## src/rtl/sensor_hub_pkg.sv

```systemverilog
// sensor_hub_pkg
//   Shared definitions for the sensor hub controller: the FSM state
//   encoding, host command codes, response codes, the response packet
//   length, the timer width and the sensor frame checksum helper.
package sensor_hub_pkg;

  typedef enum logic [3:0] {
    IDLE,
    GET_ADDR,
    DECODE,
    REQ,
    WAIT,
    BUILD,
    SEND0,
    WAIT0,
    SEND1,
    WAIT1
  } state_t;

  // Host command codes (first byte of a request packet)
  localparam logic [7:0] CMD_STATUS    = 8'h00;
  localparam logic [7:0] CMD_HUM       = 8'h01;
  localparam logic [7:0] CMD_TEMP      = 8'h02;
  localparam logic [7:0] CMD_CONT_TEMP = 8'h03;
  localparam logic [7:0] CMD_CONT_HUM  = 8'h04;
  localparam logic [7:0] CMD_STOP      = 8'h05;

  // Response codes (first byte of a response packet)
  localparam logic [7:0] RSP_STATUS     = 8'h07;
  localparam logic [7:0] RSP_HUM        = 8'h08;
  localparam logic [7:0] RSP_TEMP       = 8'h09;
  localparam logic [7:0] RSP_STOP       = 8'h0A;
  localparam logic [7:0] RSP_SENSOR_ERR = 8'h1F;
  localparam logic [7:0] RSP_ADDR_ERR   = 8'hFE;
  localparam logic [7:0] RSP_CMD_ERR    = 8'hFF;

  // Every response is code byte followed by value byte
  localparam int PKT_BYTES = 2;

  // Wide enough for the largest default timeout (150M cycles)
  localparam int TIMER_W = 32;

  // A sensor frame is {hum_int, hum_dec, temp_int, temp_dec, checksum};
  // the checksum is the 8-bit wrapping sum of the four data bytes.
  function automatic logic checksum_ok(input logic [39:0] frame);
    logic [7:0] sum;
    sum = frame[39:32] + frame[31:24] + frame[23:16] + frame[15:8];
    return sum == frame[7:0];
  endfunction

endpackage

```

## src/rtl/sensor_hub_ctrl_timer.sv

```systemverilog
// cycle_timer
//   Generic saturating cycle counter. It counts enabled cycles since the
//   last load and flags expiry once the count reaches limit.
//   Ports:
//     clk, rst_n : clock, asynchronous active-low reset
//     load       : restart the count from zero on the next edge
//     enable     : count this cycle
//     limit      : number of enabled cycles until expiry
//     expired    : high while enabled and the count has reached limit
module cycle_timer
  import sensor_hub_pkg::*;
#(
  parameter int WIDTH = TIMER_W
) (
  input  logic             clk,
  input  logic             rst_n,
  input  logic             load,
  input  logic             enable,
  input  logic [WIDTH-1:0] limit,
  output logic             expired
);

  logic [WIDTH-1:0] count;

  // Count saturates at limit so a stalled consumer still sees expiry
  always_ff @(posedge clk or negedge rst_n) begin
    if (!rst_n) begin
      count <= '0;
    end else if (load) begin
      count <= '0;
    end else if (enable && (count < limit)) begin
      count <= count + 1'b1;
    end
  end

  // Expiry must not depend on load: callers reload on expiry
  assign expired = enable && (count >= limit);

endmodule

```

## src/rtl/sensor_hub_ctrl.sv

```systemverilog
// sensor_hub_ctrl
//   Two-byte UART command interpreter for a bank of humidity/temperature
//   sensors. A request is {command, address}; the answer is {code, value}.
//   Supports one-shot reads and a continuous mode that re-reads a stored
//   channel every POLL_PERIOD_CYC cycles.
//   Ports:
//     clock_50Mhz, reset_n     : system clock, asynchronous active-low reset
//     rx_valid, rx_byte        : received UART byte strobe and data
//     tx_busy                  : UART transmitter busy
//     tx_start, tx_byte        : one-cycle launch pulse and byte to send
//     sensor_enable            : one-hot one-cycle read request
//     sensor_done/sensor_error : per-channel completion pulse and fault flag
//     sensor_data              : 40 bits per channel, channel 0 in the LSBs
module sensor_hub_ctrl
  import sensor_hub_pkg::*;
#(
  parameter int N_CH               = 8,
  parameter int BYTE_TIMEOUT_CYC   = 50_000_000,
  parameter int SENSOR_TIMEOUT_CYC = 150_000_000,
  parameter int POLL_PERIOD_CYC    = 100_000_000
) (
  input  logic                 clock_50Mhz,
  input  logic                 reset_n,
  input  logic                 rx_valid,
  input  logic [7:0]           rx_byte,
  input  logic                 tx_busy,
  output logic                 tx_start,
  output logic [7:0]           tx_byte,
  output logic [N_CH-1:0]      sensor_enable,
  input  logic [N_CH-1:0]      sensor_done,
  input  logic [N_CH-1:0]      sensor_error,
  input  logic [40*N_CH-1:0]   sensor_data
);

  localparam int CH_W = (N_CH > 1) ? $clog2(N_CH) : 1;
  localparam logic [N_CH-1:0] CH0_MASK = N_CH'(1);

  state_t            state;
  logic [7:0]        cmd;
  logic [7:0]        addr;
  logic [7:0]        resp_code;
  logic [7:0]        resp_val;
  logic              read_fail;
  logic              saw_busy;
  logic              cont_active;
  logic              cont_kind;
  logic [CH_W-1:0]   cont_chan;
  logic              poll_pending;

  logic              addr_ok;
  logic [CH_W-1:0]   ch_idx;
  logic [N_CH-1:0]   ch_mask;
  logic [39:0]       ch_data;
  logic              ch_done;
  logic              ch_error;

  logic              to_enable;
  logic              to_expired;
  logic [TIMER_W-1:0] to_limit;
  logic              poll_load;
  logic              poll_expired;

  // Channel select; out-of-range addresses never reach a sensor access,
  // so they are folded onto channel 0 to keep the part-select in range.
  assign addr_ok  = int'(addr) < N_CH;
  assign ch_idx   = addr_ok ? addr[CH_W-1:0] : '0;
  assign ch_mask  = CH0_MASK << ch_idx;
  assign ch_data  = sensor_data[40*int'(ch_idx) +: 40];
  assign ch_done  = |(sensor_done & ch_mask);
  assign ch_error = |(sensor_error & ch_mask);

  // One timer serves both the inter-byte and the sensor timeouts; it is
  // held cleared in every other state so each wait starts from zero.
  assign to_enable = (state == GET_ADDR) || (state == WAIT);
  assign to_limit  = (state == WAIT) ? TIMER_W'(SENSOR_TIMEOUT_CYC)
                                     : TIMER_W'(BYTE_TIMEOUT_CYC);

  cycle_timer #(.WIDTH(TIMER_W)) u_timeout (
    .clk     (clock_50Mhz),
    .rst_n   (reset_n),
    .load    (!to_enable),
    .enable  (to_enable),
    .limit   (to_limit),
    .expired (to_expired)
  );

  // Poll timer free-runs while continuous mode is active, restarting
  // itself on each expiry.
  assign poll_load = !cont_active || poll_expired;

  cycle_timer #(.WIDTH(TIMER_W)) u_poll (
    .clk     (clock_50Mhz),
    .rst_n   (reset_n),
    .load    (poll_load),
    .enable  (cont_active),
    .limit   (TIMER_W'(POLL_PERIOD_CYC)),
    .expired (poll_expired)
  );

  // Main controller: packet capture, decode, sensor access, response
  // build and the two-byte transmit handshake. A poll is replayed as if
  // the stored continuous command had arrived from the host.
  always_ff @(posedge clock_50Mhz or negedge reset_n) begin
    if (!reset_n) begin
      state         <= IDLE;
      cmd           <= '0;
      addr          <= '0;
      resp_code     <= '0;
      resp_val      <= '0;
      read_fail     <= 1'b0;
      saw_busy      <= 1'b0;
      cont_active   <= 1'b0;
      cont_kind     <= 1'b0;
      cont_chan     <= '0;
      poll_pending  <= 1'b0;
      tx_start      <= 1'b0;
      tx_byte       <= '0;
      sensor_enable <= '0;
    end else begin
      tx_start      <= 1'b0;
      sensor_enable <= '0;
      if (poll_expired) poll_pending <= 1'b1;

      case (state)
        IDLE: begin
          if (rx_valid) begin
            cmd   <= rx_byte;
            state <= GET_ADDR;
          end else if (cont_active && (poll_pending || poll_expired)) begin
            poll_pending <= 1'b0;
            cmd   <= cont_kind ? CMD_CONT_HUM : CMD_CONT_TEMP;
            addr  <= 8'(cont_chan);
            state <= REQ;
          end
        end

        GET_ADDR: begin
          if (rx_valid) begin
            addr  <= rx_byte;
            state <= DECODE;
          end else if (to_expired) begin
            state <= IDLE;
          end
        end

        DECODE: begin
          if (!addr_ok) begin
            resp_code <= RSP_ADDR_ERR;
            resp_val  <= addr;
            state     <= SEND0;
          end else begin
            case (cmd)
              CMD_STATUS, CMD_HUM, CMD_TEMP: state <= REQ;
              CMD_CONT_TEMP, CMD_CONT_HUM: begin
                cont_active <= 1'b1;
                cont_chan   <= addr[CH_W-1:0];
                cont_kind   <= (cmd == CMD_CONT_HUM);
                state       <= REQ;
              end
              CMD_STOP: begin
                cont_active  <= 1'b0;
                cont_chan    <= '0;
                cont_kind    <= 1'b0;
                poll_pending <= 1'b0;
                resp_code    <= RSP_STOP;
                resp_val     <= addr;
                state        <= SEND0;
              end
              default: begin
                resp_code <= RSP_CMD_ERR;
                resp_val  <= cmd;
                state     <= SEND0;
              end
            endcase
          end
        end

        REQ: begin
          sensor_enable <= ch_mask;
          state         <= WAIT;
        end

        // sensor_error is only valid alongside done, so judge it here
        WAIT: begin
          if (ch_done) begin
            read_fail <= ch_error || !checksum_ok(ch_data);
            state     <= BUILD;
          end else if (to_expired) begin
            read_fail <= 1'b1;
            state     <= BUILD;
          end
        end

        BUILD: begin
          if (read_fail) begin
            resp_code <= RSP_SENSOR_ERR;
            resp_val  <= 8'h00;
            if ((cmd == CMD_CONT_TEMP) || (cmd == CMD_CONT_HUM)) begin
              cont_active  <= 1'b0;
              cont_chan    <= '0;
              cont_kind    <= 1'b0;
              poll_pending <= 1'b0;
            end
          end else begin
            case (cmd)
              CMD_STATUS: begin
                resp_code <= RSP_STATUS;
                resp_val  <= 8'h00;
              end
              CMD_HUM, CMD_CONT_HUM: begin
                resp_code <= RSP_HUM;
                resp_val  <= ch_data[39:32];
              end
              default: begin
                resp_code <= RSP_TEMP;
                resp_val  <= ch_data[23:16];
              end
            endcase
          end
          state <= SEND0;
        end

        SEND0: begin
          if (!tx_busy) begin
            tx_start <= 1'b1;
            tx_byte  <= resp_code;
            saw_busy <= 1'b0;
            state    <= WAIT0;
          end
        end

        // Wait for the transmitter to take the byte and then finish it
        WAIT0: begin
          if (tx_busy) saw_busy <= 1'b1;
          else if (saw_busy) state <= SEND1;
        end

        SEND1: begin
          if (!tx_busy) begin
            tx_start <= 1'b1;
            tx_byte  <= resp_val;
            saw_busy <= 1'b0;
            state    <= WAIT1;
          end
        end

        WAIT1: begin
          if (tx_busy) saw_busy <= 1'b1;
          else if (saw_busy) state <= IDLE;
        end

        default: state <= IDLE;
      endcase
    end
  end

endmodule
```

## config.mk

```make
export PLATFORM = sky130hd
export DESIGN_NAME = sensor_hub_ctrl
export DESIGN_NICKNAME = d
export VERILOG_FILES = /design/src/rtl/sensor_hub_pkg.sv /design/src/rtl/sensor_hub_ctrl_timer.sv /design/src/rtl/sensor_hub_ctrl.sv
export SDC_FILE = /design/constraint.sdc
export NUM_CORES = 1
export LEC_CHECK = 0
export CORE_MARGIN = 2
export CORE_UTILIZATION = 39
export DETAILED_ROUTE_END_ITERATION = 12
export GPL_ROUTABILITY_DRIVEN = 0
export GPL_TIMING_DRIVEN = 0
export PLACE_DENSITY_LB_ADDON = 0.12
export RECOVER_POWER = 100
export SYNTH_ARGS = -nofsm -noshare
export SYNTH_HDL_FRONTEND = slang
export SYNTH_SLANG_ARGS = --single-unit
export TNS_END_PERCENT = 1
```

## constraint.sdc

```tcl
create_clock -name clock_50Mhz -period 5.1 [get_ports clock_50Mhz]
set_input_delay 0.51 -clock clock_50Mhz [delete_from_list [all_inputs] [get_ports clock_50Mhz]]
set_output_delay 0.51 -clock clock_50Mhz [all_outputs]
set_load 0.01 [all_outputs]
```

==> reports/summary.log <==
qor: logic_synthesis.synth_enable_flop_cells 0
qor: timing.worst-slew-pin-transition 2.29 ns
qor: status.violated_checks capacitance limit, slew limit
qor: routing.detail_route.drc_violations 0
qor: critical_path.ff2ff_setup_slack 0.20 ns
qor: timing.worst_clock_skew 0.00497 ns
qor: timing.timing.final.hold_violations 0
qor: clock_network.clk_transition_reported_paths 0.05 ns
qor: logic_synthesis.synth.yosys.warnings 0
qor: global_routing.grt_usage 30.5%
qor: die.chipHeight 161 µm
qor: critical_path.worst_path_max_delay_cell fa_1
qor: timing.fin_setup_tns 0 ns
qor: placed_design.post-place-ws -1.32 ns
qor: timing.fmaxAchievable 204 MHz
qor: die.design.core.area 24200 µm²
qor: cells_and_area.stdcell_count 1861
qor: status.result_of_the_run finished, violations left
qor: global_routing.wire_length_of_the_first_global_routing_pass 60300 µm
qor: placed_design.numPortBuffers 364
qor: critical_path.cp_data_required_time 5.44 ns
qor: global_routing.grt_pass1_vias 10500
qor: power_and_ir_drop.p_sw_share 46.8%
qor: critical_path.r2r_endpoint read_fail$_DFFE_PN0P_
qor: power_and_ir_drop.net-switching-power 4.68 mW
qor: logic_synthesis.top_cell_type_by_total_area_after_synthesis dfrtp_1
qor: logic_synthesis.dominant_combinational_cell_family_by_area_after_synthesis compound AO/OA/AOI/OAI gates
qor: die.floorplan.io_pins 365
qor: clock_network.cts-htree-levels 4
qor: power_and_ir_drop.vdd_ir_drop_max 0.712 mV
qor: timing.fin_worst_hold_slack 0.483 ns
qor: placed_design.dp_hpwl 32000 µm
qor: routing.dr_vias 10500
qor: critical_path.timing.critical_path.fanout_max 10
qor: critical_path.critical_path.most_common_cell buf_4
qor: routing.drtPass1Iterations 5
qor: cells_and_area.area_delta_synth_final 52.4%
qor: logic_synthesis.cell_with_the_most_instances_after_synthesis nor2_1
qor: power_and_ir_drop.combinational_share_of_power 75.3%
qor: logic_synthesis.synth-simple-area-share 19.0%
qor: logic_synthesis.post_synth_xor_area_fraction 6.33%
qor: logic_synthesis.sequential_cell_area_fraction_in_the_yosys_report 32.2%
qor: logic_synthesis.post_synth_main_area_contributors dfrtp_1 (32%), mux2i_1 (6.2%), nor2_1 (5.8%)
qor: critical_path.timing.critical_path.from_type register
qor: logic_synthesis.synth-main-ff-cell dfrtp_1
qor: logic_synthesis.synthesized_area 9570 µm²
qor: clock_network.cts-root-buf clkbuf_16
qor: logic_synthesis.synth_compound_area_share 22.3%
qor: cells_and_area.postLayoutCoreUtil 60.3%
qor: routing.route.antenna.remaining_nets 0
qor: critical_path.arrival 5.24 ns
qor: timing.max_slew_violation_count 40
qor: die.die_area 25800 µm²
qor: critical_path.worst_setup_path_end_kind register
qor: critical_path.cp_cell_sequence nor4_4 -> buf_4 -> buf_4 -> nand3_4 -> buf_6 -> buf_4 -> buf_6 -> buf_4 -> o21a_1 -> fa_1 -> fa_1 -> inv_1 -> ha_1 -> inv_1 -> fa_2 -> nor2b_1 -> o21ai_1 -> a21boi_1 -> o21a_1 -> nor2_1 -> xnor2_2 -> xnor3_1 -> a31oi_1
qor: logic_synthesis.yosysTopAreaCellShare 32.2%
qor: clock_network.max-clock-path-buffers 2
qor: logic_synthesis.synthesis.area_per_instance 8.52 µm²
qor: critical_path.timing.reg2reg.worst_path_depth 23
qor: min_path.min-delay-start resp_code[0]$_DFFE_PN0P_
qor: timing.layout_min_cycle_time 4.90 ns
qor: power_and_ir_drop.power.density_cell_area 685 nW/µm²
qor: logic_synthesis.synth_top_cells_by_count nor2_1 (147), dfrtp_1 (123), a21oi_1 (84)
qor: routing.first_iter_violations 908
qor: min_path.hold_depth 2
qor: placed_design.detailed_place.area 13700 µm²
qor: clock_network.cts-buffers-inserted 17
qor: critical_path.ff_to_ff_start addr[6]$_DFFE_PN0P_
qor: power_and_ir_drop.power.sequential.fraction 13.2%
qor: power_and_ir_drop.p_int 5.32 mW
qor: timing.post-route-period-util 96.0%
qor: cells_and_area.drive_above_1_share 8.76%
qor: critical_path.max_stage_delay_on_crit_path 0.57 ns
qor: routing.postRouteWirelength 39800 µm
qor: global_routing.grt_max_degree 85
qor: min_path.hold_path_class register to register
qor: die.initial_utilization 39.6%
qor: cells_and_area.nNetsFinal 1896
qor: timing.setup_ws 0.202 ns
qor: logic_synthesis.synthCells 1123
qor: logic_synthesis.postSynthRegisterBits 123
qor: logic_synthesis.asyncSetResetFlopFracSynth 100%
qor: die.die_w 161 µm
qor: die.fp-row-count 57
qor: routing.routed_wire_length_per_instance 21.4 µm
qor: clock_network.tritoncts yes
qor: clock_network.clkLatencyLatePin 0.42 ns
qor: placed_design.post-place-cells 1816
qor: routing.drt-vias-per-instance 5.66
qor: global_routing.global_route.overflow_total 0
qor: critical_path.crit_type register to register
qor: clock_network.cts.sinks 123
qor: power_and_ir_drop.clock_network_power_share 11.5%
qor: power_and_ir_drop.total_power 10.0 mW
qor: logic_synthesis.post_synth_num_cell_types 66
qor: cells_and_area.final_cell_area 14600 µm²
qor: logic_synthesis.synth.area.mux_share 10.2%
qor: logic_synthesis.synth_fa_ha_area_share 5.15%
qor: global_routing.antenna_found_initial 7
qor: power_and_ir_drop.static_leakage 5.92 nW
qor: cells_and_area.final.fill_count 2173
qor: min_path.timing.hold.worst_endpoint resp_code[0]$_DFFE_PN0P_
qor: run.max_cap_violations 1
qor: timing.finalSetupViolCount 0
qor: timing.worst_case_headroom_to_the_max_slew_limit -52.6%
layer usage:
layer | GRT usage, % | vias up | wire [µm]
met5 | 0 | - | 13
met4 | 12.7 | 2 | 1430
met3 | 5.79 | 84 | 2410
met2 | 53.2 | 382 | 20300
met1 | 37.0 | 5151 | 15700
li1 | - | 4912 | -
flip-flops by register name, indices dropped and copies added (netlist names):
register,cells
tx_byte,8
poll_pending,1
read_fail,1
saw_busy,1
cmd,8
cont_kind,1
tx_start,1
sensor_enable,8
u_poll.count,32
resp_code,6
resp_val,8
state,4
addr,8
cont_active,1
cont_chan,3
u_timeout.count,32
area by class of cell:
type | instances | area [µm²] | share of cell area [%]
multi-input cells | 892 | 6120 | 42.0
repair buffers | 379 | 3770 | 25.9
flip-flops and latches | 123 | 3080 | 21.1
clock buffers | 26 | 509 | 3.49
plain buffers | 72 | 495 | 3.40
well taps | 324 | 405 | 2.78
inverters | 32 | 120 | 0.824
clock inverters | 6 | 60.1 | 0.412
diodes | 7 | 17.5 | 0.120
power by group through the flow:
stage / registers (mW) / logic, mW / clock network, mW
final: 1.32 / 7.53 / 1.15
after detailed placement: 1.31 / 6.92 / 0
after floorplan: 1.28 / 4.98 / 0
after global placement: 1.31 / 6.83 / 0
after CTS: 1.30 / 7.15 / 1.17
after global routing: 1.34 / 8.18 / 1.21
worst max-delay path: cells and delay by family, from the launching register on:
kind                       cells  cell delay (ns)
and+or+nand+nor                4             0.57
xor gates and xnor gates       2             0.41
AOI/OAI and AO/OA              5             0.79
DFF                            1             0.44
adders and majority gates      4             1.53
buffers and inverters          8             1.09
worst max path at each step:
stage,start,slack (ns),depth (start not counted),to
after floorplan,addr[1]$_DFFE_PN0P_,0.05,25,read_fail$_DFFE_PN0P_
after global placement,reset_n,-1.31,1,sensor_enable[2]$_DFF_PN0_
after detailed placement,addr[0]$_DFFE_PN0P_,-1.32,23,read_fail$_DFFE_PN0P_
after CTS,addr[1]$_DFFE_PN0P_,0.002,25,read_fail$_DFFE_PN0P_
after global routing,addr[1]$_DFFE_PN0P_,-0.01,24,read_fail$_DFFE_PN0P_
final,addr[6]$_DFFE_PN0P_,0.20,23,read_fail$_DFFE_PN0P_
logic make-up after synthesis:
family / Yosys count
AOI/OAI and AO/OA: 323
xor gates and xnor gates: 66
adders and majority gates: 31
buffers and inverters: 112
DFF: 123
muxes: 86
other: 1
and+or+nand+nor: 381
layout by cell type (no fill, tap or decap), drive strengths merged, types with 12 or more instances in the layout:
cell type / count
o22ai: 17
and3: 15
nor2: 147
mux2i: 59
clkbuf: 66
ha: 17
nor3: 20
dlygate4sd3: 18
xnor2: 17
nor2b: 12
o221ai: 39
nand2b: 12
o21a: 12
nand2: 77
xor2: 47
dfrtp: 123
mux2: 20
a21oi: 85
inv: 32
a221oi: 12
fa: 14
nand3: 35
o21ai: 79
nand4: 22
a22o: 20
clkdlybuf4s50: 346
buf: 47
repair_timing:
action | in CTS | in global routing
pin swaps | 5 | 7
setup buffers | 9 | 4
gates resized for setup | 67 | 53
endpoints found under the hold margin | 2 | 0
hold buffers | 1 | 0
endpoints found under the setup margin | 1 | 1
Note: power is estimated with default switching activity, not from simulation.
